<file path="src/rtl/bsr_chain.sv">
// Boundary-scan register chain with a shift-length guard on updates.
// The capture/shift stage feeds TDO LSB-first. The update stage drives the
// pins when mode=1. An update is rejected, and a sticky flag is raised,
// unless a full WIDTH bits have been shifted since the last capture.
module bsr_chain #(
    parameter int               WIDTH   = 8,
    parameter bit               GUARD   = 1'b1,
    parameter logic [WIDTH-1:0] UPD_RST = {WIDTH{1'b0}}
) (
    input  logic                         clk,
    input  logic                         rst,
    input  logic [WIDTH-1:0]             p_data_in,
    output logic [WIDTH-1:0]             p_data_out,
    input  logic                         s_data_in,
    output logic                         s_data_out,
    input  logic                         mode,
    input  logic                         capture_dr,
    input  logic                         shift_dr,
    input  logic                         update_dr,
    output logic [$clog2(WIDTH+1)-1:0]   shift_cnt,
    output logic                         update_err
);

    localparam int            CW      = $clog2(WIDTH + 1);
    localparam logic [CW-1:0] CNT_MAX = CW'(WIDTH);
    localparam logic [CW-1:0] CNT_ONE = CW'(1);

    logic [WIDTH-1:0] cap_q, cap_d;
    logic [WIDTH-1:0] upd_q, upd_d;
    logic [CW-1:0]    cnt_q, cnt_d;
    logic             err_q, err_d;
    logic             update_ok_s;

    // Shift one position toward TDO. The new bit enters at the MSB.
    // With WIDTH=1 the result is simply the serial input.
    function automatic logic [WIDTH-1:0] shift_in(input logic [WIDTH-1:0] cur,
                                                   input logic            sin);
        logic [WIDTH-1:0] nxt;
        nxt            = cur >> 1;
        nxt[WIDTH-1]   = sin;
        return nxt;
    endfunction

    // Next state of the capture/shift register and its saturating bit counter.
    always_comb begin
        cap_d = cap_q;
        cnt_d = cnt_q;
        if (capture_dr) begin
            cap_d = p_data_in;
            cnt_d = {CW{1'b0}};
        end else if (shift_dr) begin
            cap_d = shift_in(cap_q, s_data_in);
            if (cnt_q != CNT_MAX) begin
                cnt_d = cnt_q + CNT_ONE;
            end else begin
                cnt_d = cnt_q;
            end
        end else begin
            cap_d = cap_q;
            cnt_d = cnt_q;
        end
    end

    // Guarded update decision on pre-edge state. A same-cycle capture clears the flag last.
    always_comb begin
        upd_d       = upd_q;
        err_d       = err_q;
        update_ok_s = (GUARD == 1'b0) || (cnt_q == CNT_MAX);
        if (update_dr) begin
            if (update_ok_s) begin
                upd_d = cap_q;
                err_d = 1'b0;
            end else begin
                upd_d = upd_q;
                err_d = 1'b1;
            end
        end else begin
            upd_d = upd_q;
            err_d = err_q;
        end
        if (capture_dr) begin
            err_d = 1'b0;
        end else begin
            err_d = err_d;
        end
    end

    // State registers. Reset takes priority over every enable.
    always_ff @(posedge clk) begin
        if (rst) begin
            cap_q <= {WIDTH{1'b0}};
            upd_q <= UPD_RST;
            cnt_q <= {CW{1'b0}};
            err_q <= 1'b0;
        end else begin
            cap_q <= cap_d;
            upd_q <= upd_d;
            cnt_q <= cnt_d;
            err_q <= err_d;
        end
    end

    // Output muxing. Mode switches the pin source without a clock delay.
    always_comb begin
        if (mode) begin
            p_data_out = upd_q;
        end else begin
            p_data_out = p_data_in;
        end
        s_data_out = cap_q[0];
        shift_cnt  = cnt_q;
        update_err = err_q;
    end

endmodule

</file>
<file path="config.mk">
export PLATFORM = sky130hd
export DESIGN_NAME = bsr_chain
export DESIGN_NICKNAME = d
export VERILOG_FILES = /design/src/rtl/bsr_chain.sv
export SDC_FILE = /design/constraint.sdc
export NUM_CORES = 1
export LEC_CHECK = 0
export BUFFER_PORTS_ARGS = -buffer_cell sky130_fd_sc_hd__clkbuf_2
export CORE_ASPECT_RATIO = 1.25
export CORE_MARGIN = 1
export CORE_UTILIZATION = 49
export CTS_CLUSTER_SIZE = 25
export DETAILED_ROUTE_END_ITERATION = 8
export PLACE_DENSITY = 0.76
export SYNTH_ARGS = -nofsm -noshare
export SYNTH_HDL_FRONTEND = slang
export SYNTH_SLANG_ARGS = --single-unit
</file>
<file path="constraint.sdc">
create_clock -name clk -period 1.64 [get_ports clk]
set_input_delay 0.41 -clock clk [delete_from_list [all_inputs] [get_ports clk]]
set_output_delay 0.41 -clock clk [all_outputs]
set_load 0.01 [all_outputs]
</file>
==> metrics.txt, run 1 <==
outcome finished clean; wire per inst 13.1 µm; Slew @ Worst Pin 404 ps; min-delay src p_data_in[5]; routability cong. 0.754; Gate power share 0.136; total gr overflow 0; CP Class input port to output port; Place WS 119 ps; Setup crit end kind output port; fin area 0.00117 mm²; Crit Reg-Reg Startpoint shift_cnt[0]; most used cell, CP clkbuf_2; Die ar. 0.00223 mm²; Final WS setup 119 ps; pin count of the biggest net entering global routing 18; Hold Path Class input port to register; final wirelength 2010 µm; yosys warns 0; post-cts repair resize count 0; Sequential Power Share 0.591; gr usage total 0.204; Max clock buf depth 2; H-tree depth 1; Initial DRT Pass Iterations 3; Finished Layout Cells 154; slowest CP cell mux2_2; reg-to-reg endpoint shift_cnt[2]; hold endpoint cap_q[5]; Area contributors post-synth dfxtp_1 42%, mux2_2 18%, mux2i_1 8.0%; Syn Area/Cell 9.26 µm²; Final Hold Viols 0; Rows 17; Psw 225 µW; crit path time final 1520 ps; buffers and inverters on the worst path 2; CTS tree yes; Clock power frac 0.273; port bufs 28; Ports 29; detailed-route via count 833; P&R area growth vs syn 16.9%; Clock Skews 5.01 ps; crit start category input port; Mapped Area 1000 µm²; layout cells sized above 1 0.356; Core ar. 0.00185 mm²; Cell variety after synth 23; worst slew margin relative to its limit 0.729; Max IR drop VDD 0.509 mV; Worst Path Required 1230 ps; CP Cell Sequence clkbuf_2 > mux2_2 > clkbuf_2; biggest area consumer among synthesized cells dfxtp_1; Final Max Tran Viols 0; internal power 684 µW; setup TNS 0 ps; Synth Register Bits 21; PD cells 778 mW/mm²; Setup Viol. Count Final 0; first-pass GRT wire length 3420 µm; r2r worst-path depth 5; CP arrival 1110 ps; initial antenna violation count 0; Final ANT Viol Nets 0; Switching Share 0.247; Starting Density 0.540; placed cell count 150; post-CTS setup buffer count 0; MaxCap Viol Count 0; Post-CTS Hold Fix Bufs 0; Nets 153; Fmax 657 MHz; r2r setup slk 180 ps; Sinks on Clock Net 21; post-DP HPWL 1490 µm; n_diodes 0; vias per cell 5.41; Die X 42.4 µm; Top delay family on crit path multiplexers; post-synthesis sequential area ratio 0.421; Post-DP Area 0.00114 mm²; Die Y 52.5 µm; Root Buffer clkbuf_4; Crit Path Max Fanout 8; First DRT Iteration DRCs 15; DRC viols 0; Largest stage delay, worst path 360 ps; fin crit share 0.928; Post-Synthesis Cells 108; syn_nets 125; clock slew at reported path FFs 110 ps; Clk Latency, worst-skew pair 300 ps; unrepaired setup endpoints after global routing no; vias in the first global route 792; CTS Buf Count 3; leak pwr 0.527 nW; Synth top area share 0.421; cell depth of the worst hold path 3
## kinds of logic (layout without fill, tap and decap cells)
logic type,count (synthesis),after routing,share of synthesized area
muxes,24,24,0.260
xor gates and xnor gates,1,1,0.00876
buffers and inverters,9,36,0.0401
and+or+nand+nor,37,37,0.168
AOI/OAI and AO/OA,14,14,0.0776
DFF,21,21,0.421
adders and majority gates,2,2,0.0250
## how the worst max path moves through the flow
stage                            start  slack [ps]             to  cells after the start
after floorplan                   mode         160  p_data_out[0]                      2
after global placement            mode         130  p_data_out[2]                      3
after detailed placement          mode         120  p_data_out[6]                      3
after CTS                         mode         120  p_data_out[0]                      3
after global routing      shift_cnt[0]          60   shift_cnt[2]                      5
final                             mode         120  p_data_out[0]                      3
## registers in the layout (all words and copies together) (netlist names)
| name | flops |
|---|---|
| cap_q | 8 |
| upd_q | 8 |
| shift_cnt | 4 |
| update_err | 1 |
## tightest hold or removal path: cells and delay by family
| kind | cells | cell delay, ps |
|---|---|---|
| buffers and inverters | 1 | 90 |
| muxes | 1 | 60 |
| and+or+nand+nor | 1 | 70 |
## power groups by stage
stage               sequential [mW]  combinational [mW]  clock [mW]
global placement              0.548               0.120           0
floorplan                     0.547              0.0795           0
CTS                           0.537               0.124       0.255
detailed placement            0.549               0.124           0
finish                        0.537               0.123       0.248
global route                  0.540               0.135       0.276
## cells in the mapped netlist, drive strengths merged
cell / number
nand2: 18
or3: 1
nor2: 10
inv: 3
and4b: 1
clkbuf: 3
a21boi: 3
mux2i: 8
nand4b: 1
ha: 2
xor2: 1
a21oi: 8
buf: 3
nor3: 1
nand4: 1
o21ai: 3
and3b: 1
nand3b: 1
mux2: 16
nand3: 2
dfxtp: 21
## stage by stage
step,hold WS [ps],power (mW),utilization
4_1_cts,350,0.916,0.632
3_5_place_dp,447,0.673,0.617
6_report,347,0.909,0.632
2_1_floorplan,433,0.627,-
3_3_place_gp,439,0.668,0.617
5_1_grt,365,0.951,0.632
## final cells by class
class                           instances  area, µm²
Tap cell                               19       23.8
Inverter                                3       11.3
Timing Repair Buffer                   29        148
Clock buffer                            4       26.3
Sequential cell                        21        420
Multi-Input combinational cell         78        539
Fill cell                             181        682
## per-layer routing
| metal | vias up | global-route usage | part of all wire |
|---|---|---|---|
| li1 | 425 | - | - |
| met1 | 384 | 0.218 | 0.45 |
| met2 | 19 | 0.382 | 0.51 |
| met3 | 5 | 0.0207 | 0.021 |
| met4 | 0 | 0.125 | 0.022 |
| met5 | - | 0 | 0 |
## cell usage in the layout, fill, tap and decap left out, drive strengths merged
master	n
nand2	18
nand4b	1
dfxtp	21
clkbuf	32
inv	3
or3	1
mux2i	8
mux2	16
nand4	1
a21oi	8
o21ai	3
xor2	1
nand3	2
a21boi	3
nor2	10
nor3	1
and4b	1
nand3b	1
buf	1
ha	2
and3b	1
No activity file was read; power rests on OpenSTA's default activity.
==> inputs of run 2 (changes only) <==
--- a/config.mk
+++ b/config.mk
@@ -8,5 +8,4 @@
 export BUFFER_PORTS_ARGS = -buffer_cell sky130_fd_sc_hd__clkbuf_2
 export CORE_ASPECT_RATIO = 1.25
-export CORE_MARGIN = 1
 export CORE_UTILIZATION = 49
 export CTS_CLUSTER_SIZE = 25
==> constraint.sdc (replaced) <==
create_clock -name clk -period 1.64 [get_ports clk]
set_input_delay 0 -clock clk [delete_from_list [all_inputs] [get_ports clk]]
set_output_delay 0 -clock clk [all_outputs]
set_load 0.01 [all_outputs]
==> metrics.txt, run 2 (same netlist as run 1, synthesis figures left out) <==
post-CTS setup buffer count 0; Fmax 699 MHz; most frequent cells in the layout 28 x clkbuf_2, 21 x dfxtp_1, 18 x nand2_1, 16 x mux2_2, 10 x nor2_1; MaxCap Viol Count 0; Place WS 202 ps; PD cells 735 mW/mm²; Final WS setup 210 ps; Sinks on Clock Net 21; Hold Path Class input port to register; Slew @ Worst Pin 433 ps; DRC viols 0; Die ar. 0.00223 mm²; gr usage total 0.212; P&R area growth vs syn 25.2%; initial antenna violation count 0; Sequential Area 420 µm²; Post-CTS Hold Fix Bufs 9; Largest stage delay, worst path 400 ps; CP Cell Sequence inv_1 > ha_1 > and3b_1 > or3_1 > a21boi_1; worst slew margin relative to its limit 0.710; post-cts repair resize count 0; CTS Buf Count 3; CP arrival 1670 ps; CTS tree yes; setup TNS 0 ps; routability cong. 0.847; unrepaired setup endpoints after global routing no; Crit Path Max Fanout 5; post-DP HPWL 1440 µm; Final Hold Viols 0; layout cells sized above 1 0.329; Setup Viol. Count Final 0; Die Y 52.5 µm; Starting Density 0.540; CP Class register to register; Worst Path Required 1880 ps; Multi-input gate area 539 µm²; Clk Latency, worst-skew pair 300 ps; n_diodes 0; First DRT Iteration DRCs 3; leak pwr 0.560 nW; port bufs 28; Nets 161; Die X 42.4 µm; crit start category register; Core ar. 0.00185 mm²; vias per cell 5.34; Clock Skews 4.75 ps; wire per inst 12.6 µm; Rows 17; fin crit share 0.872; slowest CP cell dfxtp_1; detailed-route via count 865; Max clock buf depth 2; total gr overflow 0; Root Buffer clkbuf_4; Max IR drop VDD 0.548 mV; Setup crit end kind register; H-tree depth 1; Ports 29; clock slew at reported path FFs 110 ps; vias in the first global route 855; Fillers 166; final wirelength 2040 µm; first-pass GRT wire length 3610 µm; outcome finished clean; pin count of the biggest net entering global routing 19; Final Max Tran Viols 0; Initial DRT Pass Iterations 4; commonest non-fill, non-tap cell in the layout clkbuf_2; Final ANT Viol Nets 0; crit path time final 1430 ps
## run 2: final timing paths
| path | start | to | slack (ps) | depth (start not counted) |
|---|---|---|---|---|
| worst max-delay path | shift_cnt[0] | shift_cnt[2] | 210 | 5 |
| worst min-delay path | s_data_in | cap_q[7] | 60 | 4 |
| worst max register to register | shift_cnt[0] | shift_cnt[2] | 210 | 5 |
| worst min register to register | upd_q[3] | upd_q[3] | 460 | 2 |
## run 2: cell type report
class / count / share of cell area
well taps: 19 / 0.0190
multi-input cells: 78 / 0.431
clock buffers: 4 / 0.0210
repair buffers: 37 / 0.184
inverters: 3 / 0.00900
flip-flops and latches: 21 / 0.336
## run 2: where the power goes
group	switching (mW)	internal, mW
Combinational	0.0616	0.0759
Clock	0.150	0.0947
Sequential	0.0112	0.526
Total	0.223	0.696
## run 2: per-layer routing
layer | wire length [µm] | part of all wire | vias up | track usage
li1 | - | - | 442 | -
met2 | 1090 | 0.53 | 16 | 0.379
met1 | 881 | 0.43 | 405 | 0.256
met3 | 54 | 0.026 | 2 | 0.0207
met4 | 17 | 0.0083 | 0 | 0.0938
met5 | 0 | 0 | - | 0
## run 2: worst max-delay path, delay by kind of cell (launching register included)
family / cells / cell delay, ps
adder cells (fa/ha/maj): 1 / 230
AND/OR/NAND/NOR: 2 / 550
flip-flops: 1 / 400
buffers and inverters: 1 / 80
AO/OA/AOI/OAI: 1 / 120
## run 2: stage by stage
stage	instance area, µm²	cells	utilization	hold WS [ps]	power (mW)
after floorplan	1000	108	-	147	0.627
after global routing	1250	162	0.676	90.3	0.957
final	1250	162	0.676	55.3	0.919
after detailed placement	1130	149	0.613	262	0.669
after global placement	1130	149	0.613	247	0.666
after CTS	1250	162	0.676	47.8	0.931
==> inputs of run 3 (changes only) <==
SETUP_SLACK_MARGIN = 0.5   (was default)
SKIP_CTS_REPAIR_TIMING = 1   (was default)
==> metrics.txt, run 3 (same netlist as run 1, synthesis figures left out) <==
outcome complete, but fails checks; failing checks hold timing; CTS tree yes; initial antenna violation count 0; Top delay family on crit path simple AND/OR/NAND/NOR gates; CP arrival 1480 ps; Ports 29; Clk Latency, worst-skew pair 310 ps; unrepaired setup endpoints after global routing yes; Die Y 52.5 µm; total gr overflow 0; P&R area growth vs syn 30.9%; wire per inst 13.0 µm; fin crit share 0.748; MaxCap Viol Count 0; DRC viols 0; Starting Density 0.540; crit path time final 1230 ps; Nets 164; Final WS setup 413 ps; Largest stage delay, worst path 390 ps; commonest non-fill, non-tap cell in the layout clkbuf_2; Fmax 815 MHz; Max clock buf depth 2; most frequent cells in the layout 28 x clkbuf_2, 19 x dfxtp_1, 17 x nand2_1, 16 x mux2_2, 10 x nor2_1; setup TNS 0 ps; clock slew at reported path FFs 120 ps; Hold WS -41.5 ps; Setup Viol. Count Final 0; Multi-input gate area 573 µm²; crit start category register; Die X 42.4 µm; First DRT Iteration DRCs 13; Core ar. 0.00185 mm²; PD cells 710 mW/mm²; n_diodes 0; detailed-route via count 909; final wirelength 2140 µm; Die ar. 0.00223 mm²; Rows 17; vias in the first global route 782; Slew @ Worst Pin 375 ps; Max IR drop VDD 0.553 mV; gr usage total 0.205; Root Buffer clkbuf_4; pin count of the biggest net entering global routing 19; Clock Skews 9.71 ps; Worst Path Required 1900 ps; CP Class register to register; port bufs 28; CTS Buf Count 3; Final Max Tran Viols 0; Sinks on Clock Net 21; routability cong. 0.849; Crit Path Max Fanout 4; H-tree depth 1; Fillers 150; CP Cell Sequence inv_4 > ha_4 > and3b_1 > or3_1 > a21boi_1; leak pwr 0.580 nW; buffers and inverters on the worst path 1; Final Hold Viols 1; Setup crit end kind register; vias per cell 5.51; slowest CP cell dfxtp_4; Initial DRT Pass Iterations 4; Hold Path Class input port to register; worst slew margin relative to its limit 0.750; layout cells sized above 1 0.418; post-DP HPWL 1430 µm; Sequential Area 428 µm²; Final ANT Viol Nets 0; first-pass GRT wire length 3350 µm; Place WS 383 ps
-- run 3: changes by cell type in the layout (fill, tap and decap cells not counted), moves of 2 or more --
| cell | change |
|---|---|
| dfxtp_1 | -2 |
| dlygate4sd3_1 | -2 |
| dfxtp_4 | +2 |
| buf_4 | +4 |
| inv_1 | -2 |
| inv_4 | +2 |
-- run 3: path summary, 6_finish.rpt --
| path | cells after the start | slack (ps) | start | to |
|---|---|---|---|---|
| max reg2reg | 5 | 410 | shift_cnt[0] | shift_cnt[2] |
| max | 5 | 410 | shift_cnt[0] | shift_cnt[2] |
| min | 3 | -40 | p_data_in[6] | cap_q[6] |
| min reg2reg | 2 | 470 | upd_q[1] | upd_q[1] |
-- run 3: worst min-delay path, cell delays in order --
cell and delay (ps):
clkbuf_2 100, mux2i_1 60, nor2_1 70
-- run 3: cell type report --
cell class,instances,area share
multi-input combinational,79,0.438
clock buffer,3,0.0172
clock inverter,1,0.00382
timing repair buffer,39,0.184
inverter,3,0.0124
tap,19,0.0182
sequential,21,0.327
-- run 3: routing by layer --
layer / vias up / wire length, µm / GRT usage
li1: 453 / - / -
met1: 426 / 933 / 0.224
met2: 25 / 1090 / 0.377
met3: 5 / 68 / 0.0207
met4: 0 / 44 / 0.125
met5: - / 0 / 0
-- run 3: power by group --
part / internal, mW / leakage (nW) / switching (mW) / total [mW]
clock: 0.0913 / 0.0177 / 0.160 / 0.251
sequential: 0.523 / 0.173 / 0.0118 / 0.535
combinational: 0.0778 / 0.390 / 0.0650 / 0.143
total: 0.692 / 0.580 / 0.236 / 0.929
-- run 3: metrics by stage --
stage               hold slack (ps)  std cells  power [mW]  cell area (µm²)  utilization
finish                        -41.5        165       0.929             1310        0.707
global route                   9.87        165       0.968             1310        0.707
CTS                           -65.9        153       0.916             1180        0.639
detailed placement              259        149       0.670             1150        0.624
global placement                248        149       0.666             1150        0.624
floorplan                       147        108       0.627             1020            -
